`src/rtl/poly1305_core.sv`:
```
// rtl/poly1305_core.sv - Poly1305 block datapath: h = ((h + m_pad) * r) mod 2^130-5, tag = h + s
// Bit-serial multiply (one r bit per clock, MSB first) with per-step reduction keeps h < P.
module poly1305_core (
  input  logic         clk_i,
  input  logic         rst_ni,
  input  logic [127:0] r,
  input  logic [127:0] s,
  input  logic [127:0] m,
  input  logic [4:0]   mbytes,
  input  logic         ld,
  input  logic         first,
  input  logic         fb,
  output logic         busy,
  output logic [127:0] p,
  output logic         rdy
);

  localparam logic [131:0] P     = 132'h3_ffffffff_ffffffff_ffffffff_fffffffb;
  localparam logic [127:0] CLAMP = 128'h0ffffffc_0ffffffc_0ffffffc_0fffffff;

  typedef enum logic [2:0] {S_IDLE, S_ADD, S_MUL, S_END, S_FIN} state_t;

  state_t       r_state;
  logic [129:0] r_h;
  logic [129:0] r_a;
  logic [129:0] r_acc;
  logic [127:0] r_rq;
  logic [127:0] r_sq;
  logic [127:0] r_p;
  logic [128:0] r_mpad;
  logic         r_fb;
  logic         r_rdy;
  logic [6:0]   r_count;

  logic [4:0]   w_nb;
  logic [128:0] w_mpad;
  logic [131:0] w_add;
  logic [131:0] w_add_red;
  logic [131:0] w_t0;
  logic [131:0] w_t1;
  logic [131:0] w_t2;
  logic [127:0] w_tag;
  logic         w_unused;

  // Out-of-range byte counts on a final block fall back to a full block.
  assign w_nb = (fb && mbytes != 5'd0 && mbytes <= 5'd16) ? mbytes : 5'd16;

  always_comb begin
    w_mpad = '0;
    for (int i = 0; i < 16; i++) begin
      if (i < int'(w_nb)) w_mpad[8*i +: 8] = m[8*i +: 8];
    end
    w_mpad = w_mpad | (129'd1 << {w_nb, 3'b000});
  end

  assign w_add     = {2'b00, r_h} + {3'b000, r_mpad};
  assign w_add_red = (w_add >= P) ? (w_add - P) : w_add;

  // t = 2*acc + bit*a stays below 3P, so two conditional subtractions fully reduce it.
  assign w_t0 = {1'b0, r_acc, 1'b0} + (r_rq[r_count] ? {2'b00, r_a} : 132'd0);
  assign w_t1 = (w_t0 >= P) ? (w_t0 - P) : w_t0;
  assign w_t2 = (w_t1 >= P) ? (w_t1 - P) : w_t1;

  assign w_tag    = r_acc[127:0] + r_sq;
  assign w_unused = ^{w_add_red[131:130], w_t2[131:130]};

  always_ff @(posedge clk_i or negedge rst_ni) begin
    if (!rst_ni) begin
      r_state <= S_IDLE;
      r_h     <= '0;
      r_a     <= '0;
      r_acc   <= '0;
      r_rq    <= '0;
      r_sq    <= '0;
      r_p     <= '0;
      r_mpad  <= '0;
      r_fb    <= 1'b0;
      r_rdy   <= 1'b0;
      r_count <= '0;
    end else begin
      r_rdy <= 1'b0;
      case (r_state)
        S_IDLE: begin
          if (ld) begin
            r_mpad <= w_mpad;
            r_fb   <= fb;
            if (first) begin
              r_rq <= r & CLAMP;
              r_sq <= s;
              r_h  <= '0;
            end
            r_state <= S_ADD;
          end
        end
        S_ADD: begin
          r_a     <= w_add_red[129:0];
          r_acc   <= '0;
          r_count <= 7'd127;
          r_state <= S_MUL;
        end
        S_MUL: begin
          r_acc   <= w_t2[129:0];
          r_count <= r_count - 7'd1;
          if (r_count == 7'd0) r_state <= r_fb ? S_FIN : S_END;
        end
        S_END: begin
          r_h     <= r_acc;
          r_state <= S_IDLE;
        end
        S_FIN: begin
          r_h     <= r_acc;
          r_p     <= w_tag;
          r_rdy   <= 1'b1;
          r_state <= S_IDLE;
        end
        default: r_state <= S_IDLE;
      endcase
    end
  end

  assign busy = (r_state != S_IDLE);
  assign p    = r_p;
  assign rdy  = r_rdy;

endmodule
```
`config.mk`:
```
export PLATFORM = sky130hd
export DESIGN_NAME = poly1305_core
export DESIGN_NICKNAME = d
export VERILOG_FILES = /design/src/rtl/poly1305_core.sv
export SDC_FILE = /design/constraint.sdc
export NUM_CORES = 2
export LEC_CHECK = 0
export ABC_AREA = 1
export BUFFER_PORTS_ARGS = -buffer_cell sky130_fd_sc_hd__buf_2
export CORE_MARGIN = 2
export CORE_UTILIZATION = 26
export DETAILED_ROUTE_END_ITERATION = 16
export GPL_ROUTABILITY_DRIVEN = 1
export HOLD_SLACK_MARGIN = 0.03
export PLACE_DENSITY = 0.4
export SYNTH_ARGS = -nofsm -noshare
export SYNTH_HDL_FRONTEND = slang
export SYNTH_SLANG_ARGS = --single-unit
export TNS_END_PERCENT = 50
```
`constraint.sdc`:
```
create_clock -name clk_i -period 14.6 [get_ports clk_i]
set_input_delay 0.73 -clock clk_i [delete_from_list [all_inputs] [get_ports clk_i]]
set_output_delay 0.73 -clock clk_i [all_outputs]
set_load 0.05 [all_outputs]
```
Word level (Yosys, flattened, before mapping). Cells that the tools add are included.

ROM bits: 0. Bits in registers: 893. Memory bits (writable): 0. Word-level logic and storage cells: 94. Input bits: 394. Memories: 0. Latch bits: 0.

Add/sub/neg operators: 7. $lt $le $gt $ge: 21. Multiplexer cells: 33. Shifts and indexed selects: 1. Bitwise gates (word level): 1. Reductions and logical operators: 13. Eq/ne operators: 7. Divide/modulo/power cells: 0. Multiply operators: 0.

Operators with widths (number): 130-bit two-way mux (5); 130-bit one-hot mux with 2 select lines (2); 132-bit by 130-bit greater-or-equal comparator with 1-bit output (second input constant) (2); 130-bit subtractor (second input constant) (2); 131-bit by 130-bit adder with 132-bit output (1); 132-bit two-way mux (1); 132-bit by 130-bit subtractor with 132-bit output (second input constant) (1); 130-bit by 129-bit adder with 131-bit output (1); 131-bit by 130-bit greater-or-equal comparator with 1-bit output (second input constant) (1); 128-bit by 129-bit OR with 129-bit output (1); 1-bit by 8-bit left shift with 129-bit output (first input constant) (1); 128-bit adder (1); 8-bit two-way mux (16); 4-bit by 5-bit < comparator with 1-bit output (first input constant) (8); 3-bit by 5-bit < comparator with 1-bit output (first input constant) (4); 7-bit one-hot mux with 2 select lines (1); 1-bit by 5-bit < comparator with 1-bit output (first input constant) (2); 2-bit by 5-bit < comparator with 1-bit output (first input constant) (2); 3-bit two-way mux (3); 3-bit one-hot mux with 3 select lines (1); 7-bit by 8-bit < comparator with 1-bit output (second input constant) (1); 1-bit binary-select mux with 7-bit select (1); 7-bit logical NOT (1); 7-bit by 1-bit subtractor with 7-bit output (second input constant) (1); other kinds (15) (23).

Longest topological paths before layout.
Depth in word-level cells: 9. Gate-level depth with buffers: 59.

Least setup slack after synthesis. Ideal clock, no wire load.

Path kind: reg2reg. Start: register r_count[1]. End: register r_acc[126]. Data arrival time: 6.463 ns. Slack: 8.019 ns. Cell stages (with the launch flop): 50. Buffers on the path: 7. Period minus slack after synthesis: 6.581 ns. Path through: dfrtp_1 -> clkbuf_1 -> inv_2 -> clkbuf_1 -> nand3_1 -> nand3_1 -> nand2_1 -> inv_1 -> nand4_1 -> nand2_1 -> nand3_1 -> nand2_1 -> clkbuf_1 -> clkbuf_1 -> nor2_1 -> ha_1 -> fa_1 -> nand3_1 -> (+14 left out) -> nand4_2 -> nand2_1 -> buf_6 -> buf_6 -> buf_6 -> xor2_2 -> ha_1 -> o21ai_2 -> nor2_2 -> nand2_1 -> nor2_1 -> nand2_1 -> nor2_1 -> nand2_1 -> nand2_1 -> nand2_1 -> nand3_1 -> nand2_1.

Longest elaborated chain between the ends: 9. Elaborated cells on any way between the ends: 11. Classes of those cells: add/sub (3); order compare (2); mux (6).

RTL lines: start, declared (RTL line 33) `logic [6:0] r_count;`; start signal, assigned (RTL line 103) `r_count <= r_count - 7'd1;`; 1-bit binary-select mux with 7-bit select (*) (RTL line 60) `assign w_t0 = {1'b0, r_acc, 1'b0} + (r_rq[r_count] ? {2'b00, r_a} : 132'd0);`; 1-bit two-way mux (not written as such) (*) (RTL line 60); 130-bit two-way mux (*) (RTL line 60); 131-bit by 130-bit adder with 132-bit output (*) (RTL line 60); 132-bit by 130-bit subtractor with 132-bit output or 132-bit by 130-bit greater-or-equal comparator with 1-bit output (tied branches) (RTL line 61) `assign w_t1 = (w_t0 >= P) ? (w_t0 - P) : w_t0;`; 132-bit two-way mux (*) (RTL line 61); 130-bit subtractor or 132-bit by 130-bit greater-or-equal comparator with 1-bit output (tied branches) (RTL line 62) `assign w_t2 = (w_t1 >= P) ? (w_t1 - P) : w_t1;`; 130-bit two-way mux (*) (RTL line 62); 130-bit one-hot mux with 2 select lines (*) (RTL line 82) `case (r_state)`; end signal, assigned (RTL line 102) `r_acc <= w_t2[129:0];`; end, declared (RTL line 26) `logic [129:0] r_acc;`.

Every way passes the cells marked *; elsewhere a longest branch is shown, timed or not. The select of a mux whose other input is x is not followed. A chain may end at the register's enable or synchronous reset.

Final worst setup path.
Start: register r_count[1]. End: register r_acc[97].

The elaborated chain is that of the path after synthesis.

==> summary.txt <==
Core Box Area: 0.336 sq mm
drt drc: 0
clock period minus worst slack: 12.41 ns
Post-synth EDFFs: 0
slowest CP cell: ha_1
Ys Warns: 0
WL per Instance: 28.6 um
post-route setup TNS: 0 ns
routed vias/inst: 4.97
WHS Path Cells: 3
Final Cycle Share: 0.850
register area: 0.0223 sq mm
post-synthesis sequential area ratio: 0.255
area of the die: 0.342 sq mm
Fmax: 80.6 MHz
MaxCap Viol Count: 0
CTS tree: built
multi-input logic area: 0.0552 sq mm
fill cell count: 39251
reg-to-reg endpoint: r_acc[97]
CP most frequent cell: nand2_1
DRT iter0 DRCs: 10215
CP top delay family: simple AND/OR/NAND/NOR gates
first-pass GRT wire length: 773000 um
Register-to-Register Path Depth: 48
Hold Fails Final Rpt: 0
Synth area leaders: dfrtp_1 25%, nand2_1 19%, inv_1 9.9%
GRT Residual Overflow: 0
Yosys top cell area share: 0.255
main flop type after synthesis: dfrtp_1
IO Count: 524
CP Buf/Inv Count: 9
Unique masters post-synth: 65
via count: 99867
clock buffer depth: 4
Hold WC Path Type: in -> reg
drt total wl: 574000 um
Initial Util: 0.261
Syn Inst Count: 14754
post-DP HPWL: 501000 um
crit path max fanout: 78
Required @ worst endpoint: 15.30 ns
Setup CP Type: reg -> reg
HP Start: m[93]
Worst-path clk slew: 0.06 ns
number of global-route vias before repair: 97601
total CTS buffers: 119
Final setup viols: 0
status: complete, no violations
buffers added on ports: 501
Tot GR Track Use: 0.326
synthesized flop and latch total: 893
Area growth syn-to-layout: 17.3%
Clock H-tree levels: 3
root buffer cell: clkbuf_16
Die Span X: 585 um
syn nets: 15541
post-synth top area cell: dfrtp_1
initial antenna violation count: 55
Routed Antenna Nets: 0
Async S/R FF share, synth: 1.00
Worst-Margin Slew: 1.25 ns
final net count: 16261
WHS Endpoint: r_mpad[93]
Post-Syn Area per Cell: 5.95 sq um
post-CTS setup buffers: 0
# clock sinks: 893
Slowest Stage Delay on Critical Path: 0.65 ns
clock latency on the worst-skew pair: 0.92 ns
Slew headroom: 0.163
Rows: 213
Crit path arrival time: 13.11 ns
RD Place Congestion: 1.05
worst reg2reg startpoint: r_count[1]
Final Skew: 0.120 ns
crit start category: flop
die height: 585 um
largest net degree at the start of global routing: 200
Pre-antenna DRT Iters: 7
setup slack, reg-to-reg: 2.19 ns
RSZ-0062 raised after global routing: no
fraction of layout cells with a size suffix above 1: 0.0842
post-synthesis cell area: 0.0878 sq mm
CP Capture Type: flop
Pins Over Slew Limit: 0
==> stage by stage <==
step	instances	worst slack (ns)	cell area [sq um]	util	hold slack [ns]
final	20099	2.19	103000	0.306	0.0871
after global routing	20086	1.90	103000	0.306	0.0633
after CTS	20084	2.60	103000	0.306	0.0306
after detailed placement	19736	2.72	97500	0.290	0.465
after global placement	19736	2.76	97500	0.290	0.461
after floorplan	14754	8.02	87800	-	0.434
==> worst max-delay path by stage <==
stage                     from    endpoint  slack, ns  cells after the start
finish              r_count[1]   r_acc[97]       2.19                     48
global route        r_count[1]   r_acc[94]       1.90                     49
CTS                 r_count[1]   r_acc[94]       2.60                     49
detailed placement  r_count[1]   r_acc[97]       2.72                     48
global placement    r_count[1]   r_acc[94]       2.76                     49
floorplan           r_count[1]  r_acc[126]       8.02                     49
==> per-layer routing <==
layer  vias up  GRT usage  share of wire
li1      48002          -              -
met4        10      0.182          0.066
met3       720     0.0369          0.058
met1     48000      0.437           0.44
met5         -          0        0.00014
met2      3135      0.509           0.43
==> flip-flops by register name (all words and copies together), names as in the netlist <==
signal   flops
r_a        130
r_acc      130
r_h        130
r_mpad     129
p          128
r_sq       128
r_rq       106
r_count      7
r_state      3
r_fb         1
rdy          1
==> worst reg2reg max path, delay by kind of cell (launching register included) <==
family | cells | cell delay (ns)
compound gates | 2 | 0.23
fa+ha+maj | 1 | 0.65
buf+inv | 9 | 2.47
flops | 1 | 0.36
simple gates | 36 | 8.46
==> Yosys cell counts (28+ instances only) <==
cell      instances
nand3b_1         56
nand2_1        4479
a31oi_1         125
a32o_1           28
nor2_1         2201
o21ai_0         837
nor3_1          111
or2_2            44
nand4_1         152
nand3_1         999
inv_2            55
inv_1          2317
o21ai_1          40
xnor2_1         179
xor2_1          349
ha_1            390
nor4_1           43
dfrtp_1         893
mux2_2          187
o21a_1           41
buf_1            41
a21oi_1         673
buf_2            33
clkbuf_1        218
==> cells by family (layout without fill, tap and decap cells) <==
group,after synthesis,in the layout,synth area share
fa+ha+maj,393,393,0.0563
other cells,0,15,0
compound gates,1911,1911,0.119
xor+xnor,532,532,0.0534
simple gates,8137,8137,0.375
buf+inv,2701,3516,0.117
mux,187,187,0.0240
flops,893,893,0.255
==> repair_timing <==
| item | 4_1_cts | 5_1_grt |
|---|---|---|
| resized for setup | 0 | 0 |
| hold endpoints to repair | 228 | 0 |
| endpoints found under the setup margin | 0 | 0 |
| hold buffers | 132 | 0 |
==> placed cells by master (no fill, tap or decap), drive strengths merged, types with 3 or more instances in the layout <==
cell	count
nand2	4483
inv	2378
nor2	2213
nand3	1000
dfrtp	893
o21ai	879
buf	780
a21oi	673
ha	390
xor2	353
mux2	187
xnor2	179
clkbuf	165
nand4	153
dlygate4sd3	132
a31oi	125
nor3	115
nand3b	57
or2	44
nor4	43
clkinv	43
o21a	41
a32o	28
a21o	26
a21boi	24
o21bai	23
o211ai	20
and3	16
diode	15
o31ai	14
a22o	14
o221ai	12
bufinv	12
and2	11
clkinvlp	6
a211oi	5
a2bb2oi	4
o2111ai	3
fa	3
==> final cells by class <==
type,count,share of cell area
inverter,2388,0.0872
clock buffer,165,0.0331
antenna,15,0.000365
clock inverter,51,0.00653
tap,4515,0.0549
timing repair buffer,912,0.0647
multi-input combinational,11160,0.536
sequential,893,0.217
Power is not shown: default switching activity piles up to over one toggle a cycle in this logic, so the estimate is an artifact.
